File: src/rtl/intra4x4_pkg.sv
// Shared constants, state encoding and the neighbour-availability rule
// for the Intra4x4 mode-decision sequencer.
package intra4x4_pkg;

  localparam logic [3:0] MODE_V   = 4'd0;
  localparam logic [3:0] MODE_H   = 4'd1;
  localparam logic [3:0] MODE_DC  = 4'd2;
  localparam logic [3:0] MODE_DDL = 4'd3;
  localparam logic [3:0] MODE_DDR = 4'd4;
  localparam logic [3:0] MODE_VR  = 4'd5;
  localparam logic [3:0] MODE_HD  = 4'd6;
  localparam logic [3:0] MODE_VL  = 4'd7;
  localparam logic [3:0] MODE_HU  = 4'd8;

  localparam int NUM_MODES = 9;
  localparam int SAD_W     = 12;

  typedef enum logic [1:0] {
    ST_IDLE  = 2'd0,
    ST_ISSUE = 2'd1,
    ST_DRAIN = 2'd2
  } state_e;

  // A mode can be evaluated only when every neighbour it reads is valid.
  // DC falls back to 128 when nothing is available, so it is always usable.
  function automatic logic mode_avail(input logic [3:0] mode,
                                      input logic       top,
                                      input logic       left);
    logic ok;
    case (mode)
      MODE_V, MODE_DDL, MODE_VL: ok = top;
      MODE_H, MODE_HU:           ok = left;
      MODE_DDR, MODE_VR, MODE_HD: ok = top & left;
      MODE_DC:                   ok = 1'b1;
      default:                   ok = 1'b0;
    endcase
    return ok;
  endfunction

endpackage

File: src/rtl/intra4x4_mode_sched_if.sv
// Bus between the macroblock controller / predictor mux and the
// Intra4x4 mode-decision sequencer.
interface intra4x4_mode_sched_if;
  import intra4x4_pkg::*;

  logic             start;
  logic             avail_top;
  logic             avail_left;
  logic [127:0]     orig;
  logic [127:0]     pred_in;
  logic             busy;
  logic [3:0]       mode_sel;
  logic             mode_vld;
  logic             done;
  logic [3:0]       best_mode;
  logic [SAD_W-1:0] best_sad;

  // Controller/predictor side
  modport master (
    output start, avail_top, avail_left, orig, pred_in,
    input  busy, mode_sel, mode_vld, done, best_mode, best_sad
  );

  // Sequencer side
  modport slave (
    input  start, avail_top, avail_left, orig, pred_in,
    output busy, mode_sel, mode_vld, done, best_mode, best_sad
  );

endinterface

File: src/rtl/intra4x4_mode_sched_sad4x4.sv
// Combinational sum of absolute differences over one 4x4 block of
// 8-bit samples; the 12-bit result cannot overflow (16*255 = 4080).
module sad4x4
  import intra4x4_pkg::*;
(
  input  logic [127:0]     orig,
  input  logic [127:0]     pred,
  output logic [SAD_W-1:0] sad
);

  logic [7:0]       diff [16];
  logic [SAD_W-1:0] sum;

  // Per-sample absolute difference, subtracting the smaller from the larger
  always_comb begin
    for (int k = 0; k < 16; k++) begin
      if (orig[8*k +: 8] >= pred[8*k +: 8]) diff[k] = orig[8*k +: 8] - pred[8*k +: 8];
      else                                  diff[k] = pred[8*k +: 8] - orig[8*k +: 8];
    end
  end

  // Accumulate the sixteen differences
  always_comb begin
    sum = '0;
    for (int k = 0; k < 16; k++) begin
      sum = sum + {4'b0000, diff[k]};
    end
  end

  assign sad = sum;

endmodule

File: src/rtl/intra4x4_mode_sched.sv
// Intra4x4 mode-decision sequencer: issues modes 0..8 one per cycle to the
// shared predictor, computes the SAD of each returned prediction one cycle
// later and keeps the cheapest available mode (lowest index wins ties).
module intra4x4_mode_sched
  import intra4x4_pkg::*;
(
  input  logic                 clk,
  input  logic                 reset,
  intra4x4_mode_sched_if.slave bus
);

  state_e           state_q, state_d;
  logic [3:0]       cnt_q, cnt_d;
  logic [3:0]       mode_sel_q, mode_sel_d;
  logic             mode_vld_q, mode_vld_d;
  logic             busy_q, busy_d;
  logic             done_q, done_d;
  logic             top_q, top_d;
  logic             left_q, left_d;
  logic             load_best;

  logic             tag_vld_q, tag_vld_d;
  logic [3:0]       tag_mode_q, tag_mode_d;
  logic             sad_vld_q, sad_vld_d;
  logic [3:0]       sad_mode_q, sad_mode_d;
  logic [SAD_W-1:0] sad_q, sad_d;
  logic [SAD_W-1:0] sad_now;
  logic [3:0]       best_mode_q, best_mode_d;
  logic [SAD_W-1:0] best_sad_q, best_sad_d;

  sad4x4 u_sad (
    .orig (bus.orig),
    .pred (bus.pred_in),
    .sad  (sad_now)
  );

  // Sequencer: accept start, walk the nine modes, then wait out the pipeline
  always_comb begin
    state_d    = state_q;
    cnt_d      = cnt_q;
    mode_sel_d = mode_sel_q;
    mode_vld_d = 1'b0;
    busy_d     = busy_q;
    done_d     = 1'b0;
    top_d      = top_q;
    left_d     = left_q;
    load_best  = 1'b0;
    case (state_q)
      ST_IDLE: begin
        if (bus.start) begin
          state_d    = ST_ISSUE;
          cnt_d      = 4'd0;
          mode_sel_d = MODE_V;
          mode_vld_d = mode_avail(MODE_V, bus.avail_top, bus.avail_left);
          top_d      = bus.avail_top;
          left_d     = bus.avail_left;
          busy_d     = 1'b1;
          load_best  = 1'b1;
        end
      end
      ST_ISSUE: begin
        if (cnt_q == MODE_HU) begin
          state_d = ST_DRAIN;
          cnt_d   = 4'd0;
        end else begin
          cnt_d      = cnt_q + 4'd1;
          mode_sel_d = cnt_q + 4'd1;
          mode_vld_d = mode_avail(cnt_q + 4'd1, top_q, left_q);
        end
      end
      ST_DRAIN: begin
        if (cnt_q == 4'd1) begin
          state_d = ST_IDLE;
          busy_d  = 1'b0;
          done_d  = 1'b1;
        end else begin
          cnt_d = cnt_q + 4'd1;
        end
      end
      default: begin
        state_d = ST_IDLE;
        busy_d  = 1'b0;
      end
    endcase
  end

  // Two-stage SAD/compare pipeline; the tag stage aligns the issued mode
  // with the prediction that comes back one cycle later
  always_comb begin
    tag_vld_d   = mode_vld_q;
    tag_mode_d  = mode_sel_q;
    sad_vld_d   = tag_vld_q;
    sad_mode_d  = tag_mode_q;
    sad_d       = sad_now;
    best_mode_d = best_mode_q;
    best_sad_d  = best_sad_q;
    if (load_best) begin
      best_mode_d = MODE_V;
      best_sad_d  = '1;
    end else if (sad_vld_q && (sad_q < best_sad_q)) begin
      best_mode_d = sad_mode_q;
      best_sad_d  = sad_q;
    end
  end

  // State and pipeline registers; reset abandons any run in progress
  always_ff @(posedge clk or posedge reset) begin
    if (reset) begin
      state_q     <= ST_IDLE;
      cnt_q       <= 4'd0;
      mode_sel_q  <= 4'd0;
      mode_vld_q  <= 1'b0;
      busy_q      <= 1'b0;
      done_q      <= 1'b0;
      top_q       <= 1'b0;
      left_q      <= 1'b0;
      tag_vld_q   <= 1'b0;
      tag_mode_q  <= 4'd0;
      sad_vld_q   <= 1'b0;
      sad_mode_q  <= 4'd0;
      sad_q       <= '0;
      best_mode_q <= 4'd0;
      best_sad_q  <= '0;
    end else begin
      state_q     <= state_d;
      cnt_q       <= cnt_d;
      mode_sel_q  <= mode_sel_d;
      mode_vld_q  <= mode_vld_d;
      busy_q      <= busy_d;
      done_q      <= done_d;
      top_q       <= top_d;
      left_q      <= left_d;
      tag_vld_q   <= tag_vld_d;
      tag_mode_q  <= tag_mode_d;
      sad_vld_q   <= sad_vld_d;
      sad_mode_q  <= sad_mode_d;
      sad_q       <= sad_d;
      best_mode_q <= best_mode_d;
      best_sad_q  <= best_sad_d;
    end
  end

  assign bus.busy      = busy_q;
  assign bus.mode_sel  = mode_sel_q;
  assign bus.mode_vld  = mode_vld_q;
  assign bus.done      = done_q;
  assign bus.best_mode = best_mode_q;
  assign bus.best_sad  = best_sad_q;

endmodule

File: src/flat_wrapper.sv
// flat-port wrapper written by rule: the top's interface ports become plain ports
module intra4x4_mode_sched_flat import intra4x4_pkg::*;
  (clk, reset, bus_start, bus_avail_top, bus_avail_left, bus_orig, bus_pred_in, bus_busy, bus_mode_sel, bus_mode_vld, bus_done, bus_best_mode, bus_best_sad);
  intra4x4_mode_sched_if bus_i ();
  input  logic clk;
  input  logic reset;
  input wire logic [$bits(bus_i.start)-1:0] bus_start;
  input wire logic [$bits(bus_i.avail_top)-1:0] bus_avail_top;
  input wire logic [$bits(bus_i.avail_left)-1:0] bus_avail_left;
  input wire logic [$bits(bus_i.orig)-1:0] bus_orig;
  input wire logic [$bits(bus_i.pred_in)-1:0] bus_pred_in;
  output wire logic [$bits(bus_i.busy)-1:0] bus_busy;
  output wire logic [$bits(bus_i.mode_sel)-1:0] bus_mode_sel;
  output wire logic [$bits(bus_i.mode_vld)-1:0] bus_mode_vld;
  output wire logic [$bits(bus_i.done)-1:0] bus_done;
  output wire logic [$bits(bus_i.best_mode)-1:0] bus_best_mode;
  output wire logic [$bits(bus_i.best_sad)-1:0] bus_best_sad;
  assign bus_i.start = bus_start;
  assign bus_i.avail_top = bus_avail_top;
  assign bus_i.avail_left = bus_avail_left;
  assign bus_i.orig = bus_orig;
  assign bus_i.pred_in = bus_pred_in;
  assign bus_busy = bus_i.busy;
  assign bus_mode_sel = bus_i.mode_sel;
  assign bus_mode_vld = bus_i.mode_vld;
  assign bus_done = bus_i.done;
  assign bus_best_mode = bus_i.best_mode;
  assign bus_best_sad = bus_i.best_sad;
  intra4x4_mode_sched u_core (.clk(clk), .reset(reset), .bus(bus_i));
endmodule
File: config.mk
export PLATFORM = sky130hd
export DESIGN_NAME = intra4x4_mode_sched_flat
export DESIGN_NICKNAME = d
export VERILOG_FILES = /design/src/rtl/intra4x4_pkg.sv /design/src/rtl/intra4x4_mode_sched_if.sv /design/src/rtl/intra4x4_mode_sched_sad4x4.sv /design/src/rtl/intra4x4_mode_sched.sv /design/src/flat_wrapper.sv
export SDC_FILE = /design/constraint.sdc
export NUM_CORES = 1
export LEC_CHECK = 0
export CORE_AREA = 4 4 161 179
export CTS_BUF_LIST = sky130_fd_sc_hd__clkbuf_2 sky130_fd_sc_hd__clkbuf_4 sky130_fd_sc_hd__clkbuf_8
export CTS_CLUSTER_DIAMETER = 30
export DETAILED_ROUTE_END_ITERATION = 7
export DIE_AREA = 0 0 165 183
export PLACE_DENSITY = 0.94
export SYNTH_ARGS = -nofsm -noshare
export SYNTH_HDL_FRONTEND = slang
export SYNTH_SLANG_ARGS = --single-unit
File: constraint.sdc
create_clock -name clk -period 3.85 [get_ports clk]
set_input_delay 0.5775 -clock clk [delete_from_list [all_inputs] [get_ports clk]]
set_output_delay 0.5775 -clock clk [all_outputs]
set_load 0.02 [all_outputs]
==> flow_metrics.env, run 1 <==
export IMPL_synthFlopType="dfrtp_1"
export IMPL_synth_distinct_cells=75
export IMPL_num_rows=63
export IMPL_syn_nets=2570
export IMPL_post_place_cells=2973
export IMPL_port_buffers=283
export IMPL_cts_sinks=53
export IMPL_netlist_top_cell_by_area="ha_1"
export IMPL_synth_area_leaders="ha_1, fa_1, inv_1"
export IMPL_grt_worst_endpoint="u_core.sad_q[11]$_DFF_PP0_/D"
export IMPL_synth_mux_area_share_pct=6.87
export IMPL_yosys_register_bits=53
export IMPL_error_line="[ERROR GRT-0232] Routing congestion too high. Check the congestion heatmap in the GUI."
export IMPL_syn_area_um2=16000
export IMPL_cts_htree_levels=2
export IMPL_hpwl_um=50800
export IMPL_die_x_um=165
export IMPL_cts_root_buf="clkbuf_8"
export IMPL_synth_edf_count=0
export IMPL_initial_core_util_pct=59.6
export IMPL_yosys_area_top_type_share_pct=21.9
export IMPL_ys_seq_area_share_pct=8.28
export IMPL_syn_inst=1888
export IMPL_ys_warn_count=0
export IMPL_worst_endpoint_kind="register data pin"
export IMPL_grtUsageTotal_pct=81.5
export IMPL_status="aborted with a tool error"
export IMPL_io_pins=284
export IMPL_cts_buffers=5
export IMPL_synth_avg_cell_area_um2=8.49
export IMPL_postSynth_asyncResetShare_pct=100
export IMPL_stop_stage="global routing"
export IMPL_die_y_um=183
export IMPL_synth_top_family_by_area="adder cells"
export IMPL_synth_xor_area_share_pct=5.46
export IMPL_clock_path_buffers=2
export IMPL_synth_simple_area_share_pct=8.68
export IMPL_grt_max_degree=54
export IMPL_synth_compound_area_share_pct=20.1
export IMPL_gp_congestion=0.967
export IMPL_synthAdderAreaFrac_pct=39.4
export IMPL_grt_remaining_overflow=261
cell families after synthesis:
group                    after synthesis
AND/OR/NAND/NOR                      270
XOR/XNOR                             100
AO/OA/AOI/OAI                        468
flip-flops                            53
multiplexers                         105
adder cells (fa/ha/maj)              421
buffers and inverters                471
per-stage QoR:
stage / utilization [%] / setup TNS, ns / instance area (µm²) / setup slack, ns / hold slack [ns]
after floorplan: - / -27.79 / 16300 / -3.19 / 0.331
after global placement: 85.7 / -36.41 / 23000 / -3.82 / 0.334
after detailed placement: 85.7 / -39.88 / 23000 / -4.23 / 0.336
after CTS: 90.3 / -31.97 / 24300 / -3.45 / 0.356
synthesized netlist by cell type (9+ instances only):
cell type	n
a21o_1	77
xnor2_1	60
nand2_1	58
and2_1	14
mux2_2	20
nand2b_1	15
clkbuf_1	18
inv_1	441
nor3_1	22
a211oi_1	23
mux2i_1	68
buf_2	9
nand3_1	29
o21bai_1	18
and3_1	14
ha_1	281
fa_1	140
a21oi_1	130
nor2b_1	31
dfrtp_1	53
o21a_1	15
o211ai_1	23
nor2_1	54
a31oi_1	10
o21ai_1	15
o21ai_0	81
xor2_1	40
and4_1	12
mux2_1	16
timing repair:
| item | in CTS |
|---|---|
| resized for setup | 286 |
| buffers inserted | 51 |
| hold buffers | 0 |
| endpoints found under the setup margin | 11 |
| hold endpoints to repair | 0 |
| pin swaps | 132 |
| cloned | 1 |
routing by layer:
metal / GRT overflow / track usage [%]
met4: 105 / 86.3
met1: 5 / 77.8
met2: 148 / 94.9
met3: 3 / 72.3
met5: 0 / 34.1
==> run 2, diff against run 1 <==
CORE_AREA = 4 4 206 208   (was 4 4 161 179)
CTS_BUF_LIST = unset   (was sky130_fd_sc_hd__clkbuf_2 sky130_fd_sc_hd__clkbuf_4 sky130_fd_sc_hd__clkbuf_8)
CTS_CLUSTER_DIAMETER = unset   (was 30)
DIE_AREA = 0 0 210 212   (was 0 0 165 183)
PLACE_DENSITY = unset   (was 0.94)
PLACE_DENSITY_LB_ADDON = 0.15   (was unset)
==> run 2 against run 1 <==
Effect of this change:
- the flow now finishes, with violations (setup timing)
- synthesized cell count stayed put
- synthesized area is the same
==> flow_metrics.env, run 2 <==
export IMPL_status="finished with violations"
export IMPL_violations="setup timing"
export IMPL_nNetsFinal=3403
export IMPL_die_area_um2=44500
export IMPL_r2r_slack_ns=1.61
export IMPL_timing_fmax_mhz=138
export IMPL_criticalPathCategory="in2reg"
export IMPL_met2_usage_pct=38.6
export IMPL_grtUsageTotal_pct=21.1
export IMPL_core_um2=40600
export IMPL_cts_tree="yes"
export IMPL_vias=15900
export IMPL_yosysMostFrequentCell="inv_1"
export IMPL_num_rows=74
export IMPL_slowest_stage="fa_1"
export IMPL_crit_path_start_kind="input port"
export IMPL_cts_hold_buf=0
export IMPL_drc_errors=0
export IMPL_antenna_left=0
export IMPL_antenna_found_initial=6
export IMPL_die_y_um=212
export IMPL_postSynth_asyncResetShare_pct=100
export IMPL_skew_ns=0.00747
export IMPL_io_pins=284
export IMPL_hpwl_um=42600
export IMPL_synth_edf_count=0
export IMPL_grt_max_degree=36
export IMPL_cts_htree_levels=2
export IMPL_synthTopCellsByCount="inv_1, ha_1, fa_1"
export IMPL_top_usage_layer="met2"
export IMPL_finalSetupViolCount=11
export IMPL_grt_pass1_vias=16700
export IMPL_r2r_start="u_core.bus.best_sad[1]"
export IMPL_min_from="u_core.sad_mode_d[1]"
export IMPL_drv_slew=0
export IMPL_syn_inst=1888
export IMPL_ys_warn_count=0
export IMPL_port_buffers=283
export IMPL_cpPeakStageDelay_ns=0.53
export IMPL_viasPerCell=4.87
export IMPL_netlist_top_cell_by_area="ha_1"
export IMPL_tightest_slew_ns=0.771
export IMPL_worstSkewPairLatency_ns=0.30
export IMPL_drv_cap=0
export IMPL_hold_path_class="reg2reg"
export IMPL_drt_wirelength_per_cell_um=15.2
export IMPL_crit_path_max_fanout=8
export IMPL_syn_area_um2=16000
export IMPL_synthFlopType="dfrtp_1"
export IMPL_grtUsageMet3_pct=3.05
export IMPL_met1_usage_pct=26.4
export IMPL_final_common_cell="buf_4"
export IMPL_drive_gt1_share_pct=32.3
export IMPL_synth_avg_cell_area_um2=8.49
export IMPL_syn_nets=2570
export IMPL_hold_viol=0
export IMPL_cp_common_cell="fa_1"
export IMPL_yosys_area_top_type_share_pct=21.9
export IMPL_cts_sinks=53
export IMPL_clock_path_buffers=2
export IMPL_synth_area_leaders="ha_1, fa_1, inv_1"
export IMPL_synth_distinct_cells=75
export IMPL_cts_root_buf="clkbuf_16"
export IMPL_drt_iter0_markers=610
export IMPL_cts_buffers=5
export IMPL_hold_path_end="u_core.sad_mode_q[1]"
export IMPL_preCtsSetupSlack_ns=-4.06
export IMPL_rr_worst_depth=8
export IMPL_grt_remaining_overflow=0
export IMPL_gp_congestion=0.849
export IMPL_finalWirelength_um=49600
export IMPL_path_clk_slew_ns=0.07
export IMPL_rsz0062_at_grt="yes"
export IMPL_grt_pass1_wl_um=78900
export IMPL_r2r_end="u_core.bus.best_mode[1]"
export IMPL_yosys_register_bits=53
export IMPL_initial_core_util_pct=39.5
export IMPL_cp_end_kind="flip-flop"
export IMPL_final_cell_mix="buf_4, inv_1, ha_1"
export IMPL_ys_seq_area_share_pct=8.28
export IMPL_cp_required_ns=4.07
export IMPL_relSlewSlack_pct=48.5
export IMPL_die_x_um=210
export IMPL_timing_final_ws_setup_ns=-3.38
export IMPL_critPathArrivalTime_ns=7.45
export IMPL_hold_path_depth=0
export IMPL_syn_to_final_growth_pct=58.8
export IMPL_dr_pass1_iters=5
export IMPL_final_period_utilization_pct=188
export IMPL_period_needed_ns=7.23
## run 2: cell counts after synthesis
No cell type changed its count.
## run 2: cells by family (layout without fill, tap and decap cells)
logic type | after synthesis | after routing | synth area share, %
AOI/OAI and AO/OA | 468 | 468 | 20.1
xor gates and xnor gates | 100 | 100 | 5.46
adders and majority gates | 421 | 421 | 39.4
buffers and inverters | 471 | 1305 | 11.2
DFF | 53 | 53 | 8.28
muxes | 105 | 105 | 6.87
other | 0 | 4 | 0
and+or+nand+nor | 270 | 270 | 8.68
## run 2: worst max-delay path by stage
stage | from | to | slack [ns] | cells after the start
floorplan | bus_orig[8] | u_core.sad_q[11] | -3.19 | 28
global placement | bus_orig[8] | u_core.sad_q[9] | -3.96 | 30
detailed placement | bus_orig[80] | u_core.sad_q[9] | -4.06 | 27
CTS | bus_orig[8] | u_core.sad_q[9] | -3.47 | 30
global route | bus_pred_in[44] | u_core.sad_q[11] | -3.65 | 30
finish | bus_pred_in[44] | u_core.sad_q[9] | -3.38 | 30
## run 2: repair_timing
item,in CTS,in global routing
endpoints found under the setup margin,11,11
gates resized for setup,190,205
pin swaps,123,143
setup buffers,54,43
## run 2: critical path, delay by kind of cell
| kind | cells | cell delay [ns] |
|---|---|---|
| adders and majority gates | 8 | 3.63 |
| buffers and inverters | 10 | 1.37 |
| AOI/OAI and AO/OA | 7 | 1.33 |
| and+or+nand+nor | 3 | 0.34 |
| xor gates and xnor gates | 2 | 0.19 |
## run 2: stage by stage
stage                     setup TNS, ns  util [%]  std cells  hold WS, ns  cell area, µm²
after floorplan                  -27.79         -       1888        0.331           16300
after global placement           -37.70      57.5       3159        0.333           23300
after detailed placement         -39.05      57.5       3159        0.337           23300
after CTS                        -32.49      60.0       3218        0.352           24300
after global routing             -34.16      62.8       3257        0.348           25500
final                            -31.79      62.8       3258        0.347           25500
## run 2: area by class of cell
| cell class | count | area, µm² |
|---|---|---|
| Inverter | 441 | 1700 |
| Antenna cell | 4 | 10.0 |
| Multi-Input combinational cell | 1364 | 14200 |
| Fill cell | 3515 | 15100 |
| Clock buffer | 5 | 125 |
| Tap cell | 532 | 666 |
| Timing Repair Buffer | 856 | 7350 |
| Sequential cell | 53 | 1330 |
| Clock inverter | 3 | 28.8 |
## run 2: metal layers
metal  routed length, µm  vias to the layer above  share of wire [%]
met2               25100                      322                 51
met3                2150                       64                4.3
met5                  27                        -              0.054
li1                    -                     7958                  -
met4                 985                        4                2.0
met1               21300                     7522                 43
Power of run 2 is left out: the tool's default activity adds up to more than one toggle a clock period on the data nets, which glitch-free logic cannot reach.
==> run 3, diff against run 2 <==
SLEW_MARGIN = 10   (was unset)
==> results of run 3 <==
Final layout, timing and power as in run 2 (identical DEF).
Power of run 3 is left out for the same reason.
